$ cat src/rtl/input_conditioner_if.sv
// Purpose: bundles the raw board inputs and the conditioned button/switch outputs of input_conditioner.
// Latency: none, wiring only.
// Backpressure: none; every signal is a free-running level or pulse.
//
// Ports (signals):
//   button, freq_set_raw[1:0], dir_set_raw       raw asynchronous board inputs
//   btn_level, btn_press, btn_long, btn_release  debounced button level and one-cycle event pulses
//   freq_set[1:0], dir_set                       debounced switch values
// Modports: master = board/stimulus side, slave = conditioner side.
interface input_conditioner_if;
    logic       button;
    logic [1:0] freq_set_raw;
    logic       dir_set_raw;

    logic       btn_level;
    logic       btn_press;
    logic       btn_long;
    logic       btn_release;
    logic [1:0] freq_set;
    logic       dir_set;

    modport master (
        output button, freq_set_raw, dir_set_raw,
        input  btn_level, btn_press, btn_long, btn_release, freq_set, dir_set
    );

    modport slave (
        input  button, freq_set_raw, dir_set_raw,
        output btn_level, btn_press, btn_long, btn_release, freq_set, dir_set
    );
endinterface

$ cat src/rtl/input_conditioner.sv
// Purpose: synchronise and debounce the push-button and slide switches; emit press/long/release pulses.
// Latency: press/release pulses DEBOUNCE_CYCLES+2 cycles after a clean edge; switches SW_STABLE_CYCLES+2.
// Backpressure: none; outputs are free-running registered levels and one-cycle pulses.
//
// Ports:
//   clk  - the only clock
//   rst  - synchronous, active-high reset; clears every output, counter and synchroniser flop
//   io   - input_conditioner_if.slave: raw button/freq_set_raw/dir_set_raw in;
//          btn_level, btn_press, btn_long, btn_release, freq_set, dir_set out
// Parameters: DEBOUNCE_CYCLES >= 2, LONG_CYCLES > DEBOUNCE_CYCLES, SW_STABLE_CYCLES >= 2.
module input_conditioner #(
    parameter int DEBOUNCE_CYCLES  = 2000000,
    parameter int LONG_CYCLES      = 100000000,
    parameter int SW_STABLE_CYCLES = 2000000
) (
    input  logic               clk,
    input  logic               rst,
    input_conditioner_if.slave io
);
    localparam int DB_W   = $clog2(DEBOUNCE_CYCLES);
    localparam int HOLD_W = $clog2(LONG_CYCLES);
    localparam int SW_W   = $clog2(SW_STABLE_CYCLES);

    localparam logic [DB_W-1:0]   DB_LAST   = DB_W'(DEBOUNCE_CYCLES - 1);
    localparam logic [HOLD_W-1:0] HOLD_LAST = HOLD_W'(LONG_CYCLES - 1);
    localparam logic [SW_W-1:0]   SW_LAST   = SW_W'(SW_STABLE_CYCLES - 1);

    typedef enum logic [2:0] {
        IDLE,
        DB_PRESS,
        PRESSED,
        LONG_HELD,
        DB_RELEASE
    } state_t;

    // ---------------- 2-flop synchronisers ----------------
    logic       btn_s1, btn_sync;
    logic [1:0] freq_s1, freq_sync;
    logic       dir_s1, dir_sync;

    always_ff @(posedge clk) begin
        if (rst) begin
            btn_s1    <= 1'b0;
            btn_sync  <= 1'b0;
            freq_s1   <= 2'b00;
            freq_sync <= 2'b00;
            dir_s1    <= 1'b0;
            dir_sync  <= 1'b0;
        end else begin
            btn_s1    <= io.button;
            btn_sync  <= btn_s1;
            freq_s1   <= io.freq_set_raw;
            freq_sync <= freq_s1;
            dir_s1    <= io.dir_set_raw;
            dir_sync  <= dir_s1;
        end
    end

    // ---------------- button FSM ----------------
    state_t              state, state_nxt;
    logic [DB_W-1:0]     db_cnt, db_cnt_nxt;
    logic [HOLD_W-1:0]   hold_cnt, hold_cnt_nxt;
    logic                long_flag, long_flag_nxt;
    logic                level_q, level_nxt;
    logic                press_q, press_nxt;
    logic                long_q, long_nxt;
    logic                release_q, release_nxt;

    always_ff @(posedge clk) begin
        if (rst) begin
            state     <= IDLE;
            db_cnt    <= '0;
            hold_cnt  <= '0;
            long_flag <= 1'b0;
            level_q   <= 1'b0;
            press_q   <= 1'b0;
            long_q    <= 1'b0;
            release_q <= 1'b0;
        end else begin
            state     <= state_nxt;
            db_cnt    <= db_cnt_nxt;
            hold_cnt  <= hold_cnt_nxt;
            long_flag <= long_flag_nxt;
            level_q   <= level_nxt;
            press_q   <= press_nxt;
            long_q    <= long_nxt;
            release_q <= release_nxt;
        end
    end

    always_comb begin
        state_nxt     = state;
        db_cnt_nxt    = db_cnt;
        hold_cnt_nxt  = hold_cnt;
        long_flag_nxt = long_flag;
        level_nxt     = level_q;
        press_nxt     = 1'b0;
        long_nxt      = 1'b0;
        release_nxt   = 1'b0;

        case (state)
            IDLE: begin
                if (btn_sync) begin
                    state_nxt  = DB_PRESS;
                    db_cnt_nxt = '0;
                end
            end
            DB_PRESS: begin
                if (!btn_sync) begin
                    state_nxt = IDLE;
                end else if (db_cnt == DB_LAST) begin
                    state_nxt     = PRESSED;
                    level_nxt     = 1'b1;
                    press_nxt     = 1'b1;
                    hold_cnt_nxt  = '0;
                    long_flag_nxt = 1'b0;
                end else begin
                    db_cnt_nxt = db_cnt + DB_W'(1);
                end
            end
            PRESSED: begin
                // hold_cnt is left untouched on the way to DB_RELEASE so a
                // rejected release glitch resumes the hold where it stopped.
                if (!btn_sync) begin
                    state_nxt  = DB_RELEASE;
                    db_cnt_nxt = '0;
                end else if (hold_cnt == HOLD_LAST) begin
                    state_nxt     = LONG_HELD;
                    long_nxt      = 1'b1;
                    long_flag_nxt = 1'b1;
                end else begin
                    hold_cnt_nxt = hold_cnt + HOLD_W'(1);
                end
            end
            LONG_HELD: begin
                if (!btn_sync) begin
                    state_nxt  = DB_RELEASE;
                    db_cnt_nxt = '0;
                end
            end
            DB_RELEASE: begin
                // long_flag remembers which held state to go back to, so a
                // glitch after the long pulse cannot re-arm btn_long.
                if (btn_sync) begin
                    state_nxt = long_flag ? LONG_HELD : PRESSED;
                end else if (db_cnt == DB_LAST) begin
                    state_nxt   = IDLE;
                    level_nxt   = 1'b0;
                    release_nxt = 1'b1;
                end else begin
                    db_cnt_nxt = db_cnt + DB_W'(1);
                end
            end
            default: begin
                state_nxt = IDLE;
            end
        endcase
    end

    // ---------------- switch debounce ----------------
    // A change is accepted once the synchronised value has differed from the
    // output and held the same value for SW_STABLE_CYCLES consecutive cycles.
    // Comparing the whole freq vector against its previous value means a
    // skewed multi-bit change restarts the count until every bit has settled.
    logic [1:0]      freq_prev, freq_q;
    logic [SW_W-1:0] freq_cnt;
    logic            dir_prev, dir_q;
    logic [SW_W-1:0] dir_cnt;

    always_ff @(posedge clk) begin
        if (rst) begin
            freq_prev <= 2'b00;
            freq_cnt  <= '0;
            freq_q    <= 2'b00;
        end else begin
            freq_prev <= freq_sync;
            if (freq_sync == freq_q || freq_sync != freq_prev) begin
                freq_cnt <= '0;
            end else if (freq_cnt == SW_LAST) begin
                freq_q   <= freq_sync;
                freq_cnt <= '0;
            end else begin
                freq_cnt <= freq_cnt + SW_W'(1);
            end
        end
    end

    always_ff @(posedge clk) begin
        if (rst) begin
            dir_prev <= 1'b0;
            dir_cnt  <= '0;
            dir_q    <= 1'b0;
        end else begin
            dir_prev <= dir_sync;
            if (dir_sync == dir_q || dir_sync != dir_prev) begin
                dir_cnt <= '0;
            end else if (dir_cnt == SW_LAST) begin
                dir_q   <= dir_sync;
                dir_cnt <= '0;
            end else begin
                dir_cnt <= dir_cnt + SW_W'(1);
            end
        end
    end

    assign io.btn_level   = level_q;
    assign io.btn_press   = press_q;
    assign io.btn_long    = long_q;
    assign io.btn_release = release_q;
    assign io.freq_set    = freq_q;
    assign io.dir_set     = dir_q;
endmodule

$ cat src/flat_wrapper.sv
// flat-port wrapper written by rule: the top's interface ports become plain ports
module input_conditioner_flat 
#(
    parameter int DEBOUNCE_CYCLES  = 2000000,
    parameter int LONG_CYCLES      = 100000000,
    parameter int SW_STABLE_CYCLES = 2000000
)
  (clk, rst, io_button, io_freq_set_raw, io_dir_set_raw, io_btn_level, io_btn_press, io_btn_long, io_btn_release, io_freq_set, io_dir_set);
  input_conditioner_if io_i ();
  input  logic clk;
  input  logic rst;
  input wire logic [$bits(io_i.button)-1:0] io_button;
  input wire logic [$bits(io_i.freq_set_raw)-1:0] io_freq_set_raw;
  input wire logic [$bits(io_i.dir_set_raw)-1:0] io_dir_set_raw;
  output wire logic [$bits(io_i.btn_level)-1:0] io_btn_level;
  output wire logic [$bits(io_i.btn_press)-1:0] io_btn_press;
  output wire logic [$bits(io_i.btn_long)-1:0] io_btn_long;
  output wire logic [$bits(io_i.btn_release)-1:0] io_btn_release;
  output wire logic [$bits(io_i.freq_set)-1:0] io_freq_set;
  output wire logic [$bits(io_i.dir_set)-1:0] io_dir_set;
  assign io_i.button = io_button;
  assign io_i.freq_set_raw = io_freq_set_raw;
  assign io_i.dir_set_raw = io_dir_set_raw;
  assign io_btn_level = io_i.btn_level;
  assign io_btn_press = io_i.btn_press;
  assign io_btn_long = io_i.btn_long;
  assign io_btn_release = io_i.btn_release;
  assign io_freq_set = io_i.freq_set;
  assign io_dir_set = io_i.dir_set;
  input_conditioner #(.DEBOUNCE_CYCLES(DEBOUNCE_CYCLES), .LONG_CYCLES(LONG_CYCLES), .SW_STABLE_CYCLES(SW_STABLE_CYCLES)) u_core (.clk(clk), .rst(rst), .io(io_i));
endmodule
$ cat config.mk
export PLATFORM = sky130hd
export DESIGN_NAME = input_conditioner_flat
export DESIGN_NICKNAME = d
export VERILOG_FILES = /design/src/rtl/input_conditioner_if.sv /design/src/rtl/input_conditioner.sv /design/src/flat_wrapper.sv
export SDC_FILE = /design/constraint.sdc
export NUM_CORES = 1
export LEC_CHECK = 0
export CAP_MARGIN = 20
export CORE_MARGIN = 8
export CORE_UTILIZATION = 57
export CTS_CLUSTER_DIAMETER = 80
export CTS_CLUSTER_SIZE = 24
export DETAILED_ROUTE_END_ITERATION = 10
export PLACE_DENSITY_LB_ADDON = 0.12
export SLEW_MARGIN = 10
export SYNTH_ARGS = -nofsm -noshare
export SYNTH_HDL_FRONTEND = slang
export SYNTH_SLANG_ARGS = --single-unit
$ cat constraint.sdc
create_clock -name clk -period 2.54 [get_ports clk]
set_input_delay 0.381 -clock clk [delete_from_list [all_inputs] [get_ports clk]]
set_output_delay 0.381 -clock clk [all_outputs]
set_load 0.02 [all_outputs]
==> reports/results.ini <==
[outcome]
status=completed

[yosys]
synthCells=614
ys_warn_count=0
synth_edf_count=0
synth_area_per_cell_um2=8.68
syn-num-nets=624
ys_seq_elements=112
synth-async-reset-ratio_pct=0
synth-seq-area-share_pct=42.1
syn-cell-area_um2=5330
yosys.cell_types.count=63
synthFlopType=dfxtp_1

[die]
initial_core_util_pct=58.2
io_pins=13
die_x_um=113
die_area_um2=12700
die_height_um=113
rows=35
core_area_um2=9150

[sta]
holdWs_ns=0.446
hold_viol=0
finalCriticalPeriod_ns=2.32
slew_violations=0
worstMarginPinSlew_ns=0.549
setup_viol_count_final=0
rsz0062_at_grt=no
period_share_pct=91.4
fmax_mhz=431
max_slew_margin_pct=63.4
finalSetupTns_ns=0
fin_skew_ns=0.00633
fin_ws_ns=0.218

[placement]
dp_hpwl_um=7300
dpl_worst_slack_ns=0.116
io_buffers=12
gp_congestion=0.788
placed_area_um2=5600

[detailed_routing]
vias=4323
dr.pass1.iters=5
ant_nets=0
wl_per_cell_um=13.9
drc=0
vias_per_cell=5.81
drt_iter0_markers=258
totalWireLength_um=10400

[global_routing]
track_usage_pct=17.0
grt_pass1_wl_um=18100
grt_start_max_net_pins=38
grt.overflow.total=0
grt_antenna_before_repair=0
grt_pass1_vias=4065

[clock_tree]
cts_tree=built
root_buffer=clkbuf_8
ctsHoldBuffers=0
postCtsSetupBuffers=0
clock_path_buffers=2
clkTransAtPathRegs_ns=0.10
post_cts_resize_count=0
clk-insertion-delay-late_ns=0.38
cts_max_level=3
clock-sinks=112
numCtsBuffers=9

[power_and_ir_drop]
comb_power_share_pct=2.6
p_int_mw=2.16
power.density_nw_per_um2=487
switching_share_pct=23.3
p_sw_mw=0.657
seq_power_share_pct=62.9
ir_worst_vdd_mv=0.511
p_clk_share_pct=34.5
leakagePower_nw=1.91

[critical_path]
worstSetupStartpoint=u_core.hold_cnt[0]$_SDFFE_PP0P_
critPathMaxStageDelay_ns=0.53
path_class=register to register
critPathLaunchType=register
reg2reg_to=u_core.hold_cnt[23]$_SDFFE_PP0P_
crit_path_max_fanout=15
cp.arrival_ns=2.65
worstPathCellList=ha_1 -> and3_1 -> and2_1 -> and4_4 -> or4_1 -> or3_1 -> a21oi_1
worst_path_max_delay_cell=or4_1
reg2reg_from=u_core.hold_cnt[0]$_SDFFE_PP0P_
crit_required_ns=2.87
endpoint_kind=register
r2r_cells=7
reg2reg_setup_slack_ns=0.22

[hold_path]
hp-start=u_core.freq_s1[0]$_SDFF_PP0_
holdPathEnd=u_core.freq_sync[0]$_SDFF_PP0_
hold_class=register to register
min_path_cells=1

[run]
maxCapViolCount=0

[finish]
fin_area_um2=5790
n_fill_cell=786
num_antenna_cells=0
area_delta_synth_final_pct=8.60
layout-drive-gt1-share_pct=9.16
final_net_count=638

## layout by cell type (no fill, tap or decap), types with 3 or more instances in the layout
| cell type | count |
|---|---|
| nor3b_1 | 4 |
| nand3_1 | 33 |
| nor3_1 | 10 |
| nand4b_1 | 3 |
| and3_1 | 20 |
| o211ai_1 | 5 |
| or3_1 | 19 |
| nor4_1 | 4 |
| o31ai_1 | 4 |
| a31oi_1 | 3 |
| o21ai_0 | 20 |
| nor4b_1 | 4 |
| dfxtp_1 | 112 |
| nor2b_1 | 14 |
| buf_4 | 15 |
| xor2_1 | 43 |
| o21ai_1 | 4 |
| ha_1 | 4 |
| clkbuf_8 | 9 |
| xnor2_1 | 19 |
| and4_1 | 10 |
| nand3_2 | 4 |
| o311ai_0 | 3 |
| nand2b_1 | 5 |
| and2_1 | 6 |
| clkdlybuf4s50_1 | 12 |
| o21a_1 | 3 |
| inv_1 | 9 |
| nand4_1 | 24 |
| a21oi_1 | 23 |
| nand2_1 | 38 |
| nor2_1 | 90 |
| nand3b_1 | 3 |
| or4_1 | 10 |
## synth_stat cells, types with 4 or more instances
master,count,area (um^2)
a21oi_1,23,115
a31oi_1,4,25.0
and2_1,6,37.5
and3_1,20,125
and4_1,10,87.6
buf_2,10,50.1
clkbuf_1,12,45.0
dfxtp_1,112,2240
ha_1,4,50.1
inv_1,9,33.8
nand2_1,38,143
nand2b_1,5,31.3
nand3_1,33,165
nand3_2,4,40.0
nand4_1,24,150
nor2_1,90,338
nor2b_1,14,87.6
nor3_1,10,50.1
nor3b_1,4,30.0
nor4_1,4,25.0
nor4b_1,4,35.0
o211ai_1,5,37.5
o21ai_0,20,100
o21ai_1,4,20.0
o31ai_1,4,30.0
or3_1,19,119
or4_1,10,75.1
xnor2_1,19,166
xor2_1,43,377
## critical path, delay by kind of cell (launching register included)
kind	cells	cell delay, ns
compound gates	1	0.14
fa+ha+maj	1	0.24
simple gates	5	1.55
flops	1	0.34
## state kept, by name (all words and copies together), names as in the netlist, 2 cells and up
register and flops:
u_core.io.freq_set 2, u_core.state 3, u_core.freq_s1 2, u_core.dir_cnt 21, u_core.db_cnt 21, u_core.freq_cnt 21, u_core.freq_sync 2, u_core.freq_prev 2
u_core.hold_cnt 27
## routing by layer
layer / track usage (%) / vias to the layer above / wire length (um) / part of all wire, %
met5: 0 / - / 0 / 0
met4: 5.58 / 0 / 109 / 1.1
met3: 4.08 / 13 / 458 / 4.4
met2: 28.4 / 78 / 4940 / 48
met1: 20.9 / 2023 / 4850 / 47
li1: - / 2209 / - / -
## cells by family after synthesis
family	after synthesis	synth area share [%]
AND/OR/NAND/NOR	317	33.1
flip-flops	112	42.1
AO/OA/AOI/OAI	82	10.3
XOR/XNOR	62	10.2
buffers and inverters	34	2.79
adder cells (fa/ha/maj)	4	0.939
multiplexers	3	0.587
## worst max path at each step
| stage | end | slack, ns | depth (start not counted) |
|---|---|---|---|
| global route | u_core.hold_cnt[23]$_SDFFE_PP0P_ | 0.07 | 7 |
| CTS | u_core.hold_cnt[21]$_SDFFE_PP0P_ | 0.10 | 8 |
| detailed placement | u_core.hold_cnt[19]$_SDFFE_PP0P_ | 0.12 | 8 |
| finish | u_core.hold_cnt[23]$_SDFFE_PP0P_ | 0.22 | 7 |
| global placement | u_core.hold_cnt[23]$_SDFFE_PP0P_ | 0.17 | 8 |
| floorplan | u_core.hold_cnt[23]$_SDFFE_PP0P_ | 0.45 | 7 |
## per-stage QoR
stage                     std cells  util [%]  total power, mW
after floorplan                 614         -             1.86
after global placement          727      61.1             1.88
after detailed placement        727      61.1             1.89
after CTS                       743      63.0             2.85
after global routing            744      63.2             2.92
final                           744      63.2             2.82
## power groups by stage
stage	clock network [mW]	registers [mW]	logic, mW
CTS	1.01	1.77	0.0743
finish	0.971	1.77	0.0739
global route	1.07	1.77	0.0818
detailed placement	0	1.81	0.0739
floorplan	0	1.81	0.0511
global placement	0	1.81	0.0720
## area by class of cell
type                            count  area (um^2)  share of cell area, %
Inverter                            9         33.8                  0.584
Clock buffer                       11          131                   2.27
Sequential cell                   112         2240                   38.8
Clock inverter                      5         41.3                  0.714
Tap cell                          111          139                   2.40
Multi-Input combinational cell    468         2950                   51.1
Timing Repair Buffer               28          244                   4.22
Power figures use the tool's default switching activity.
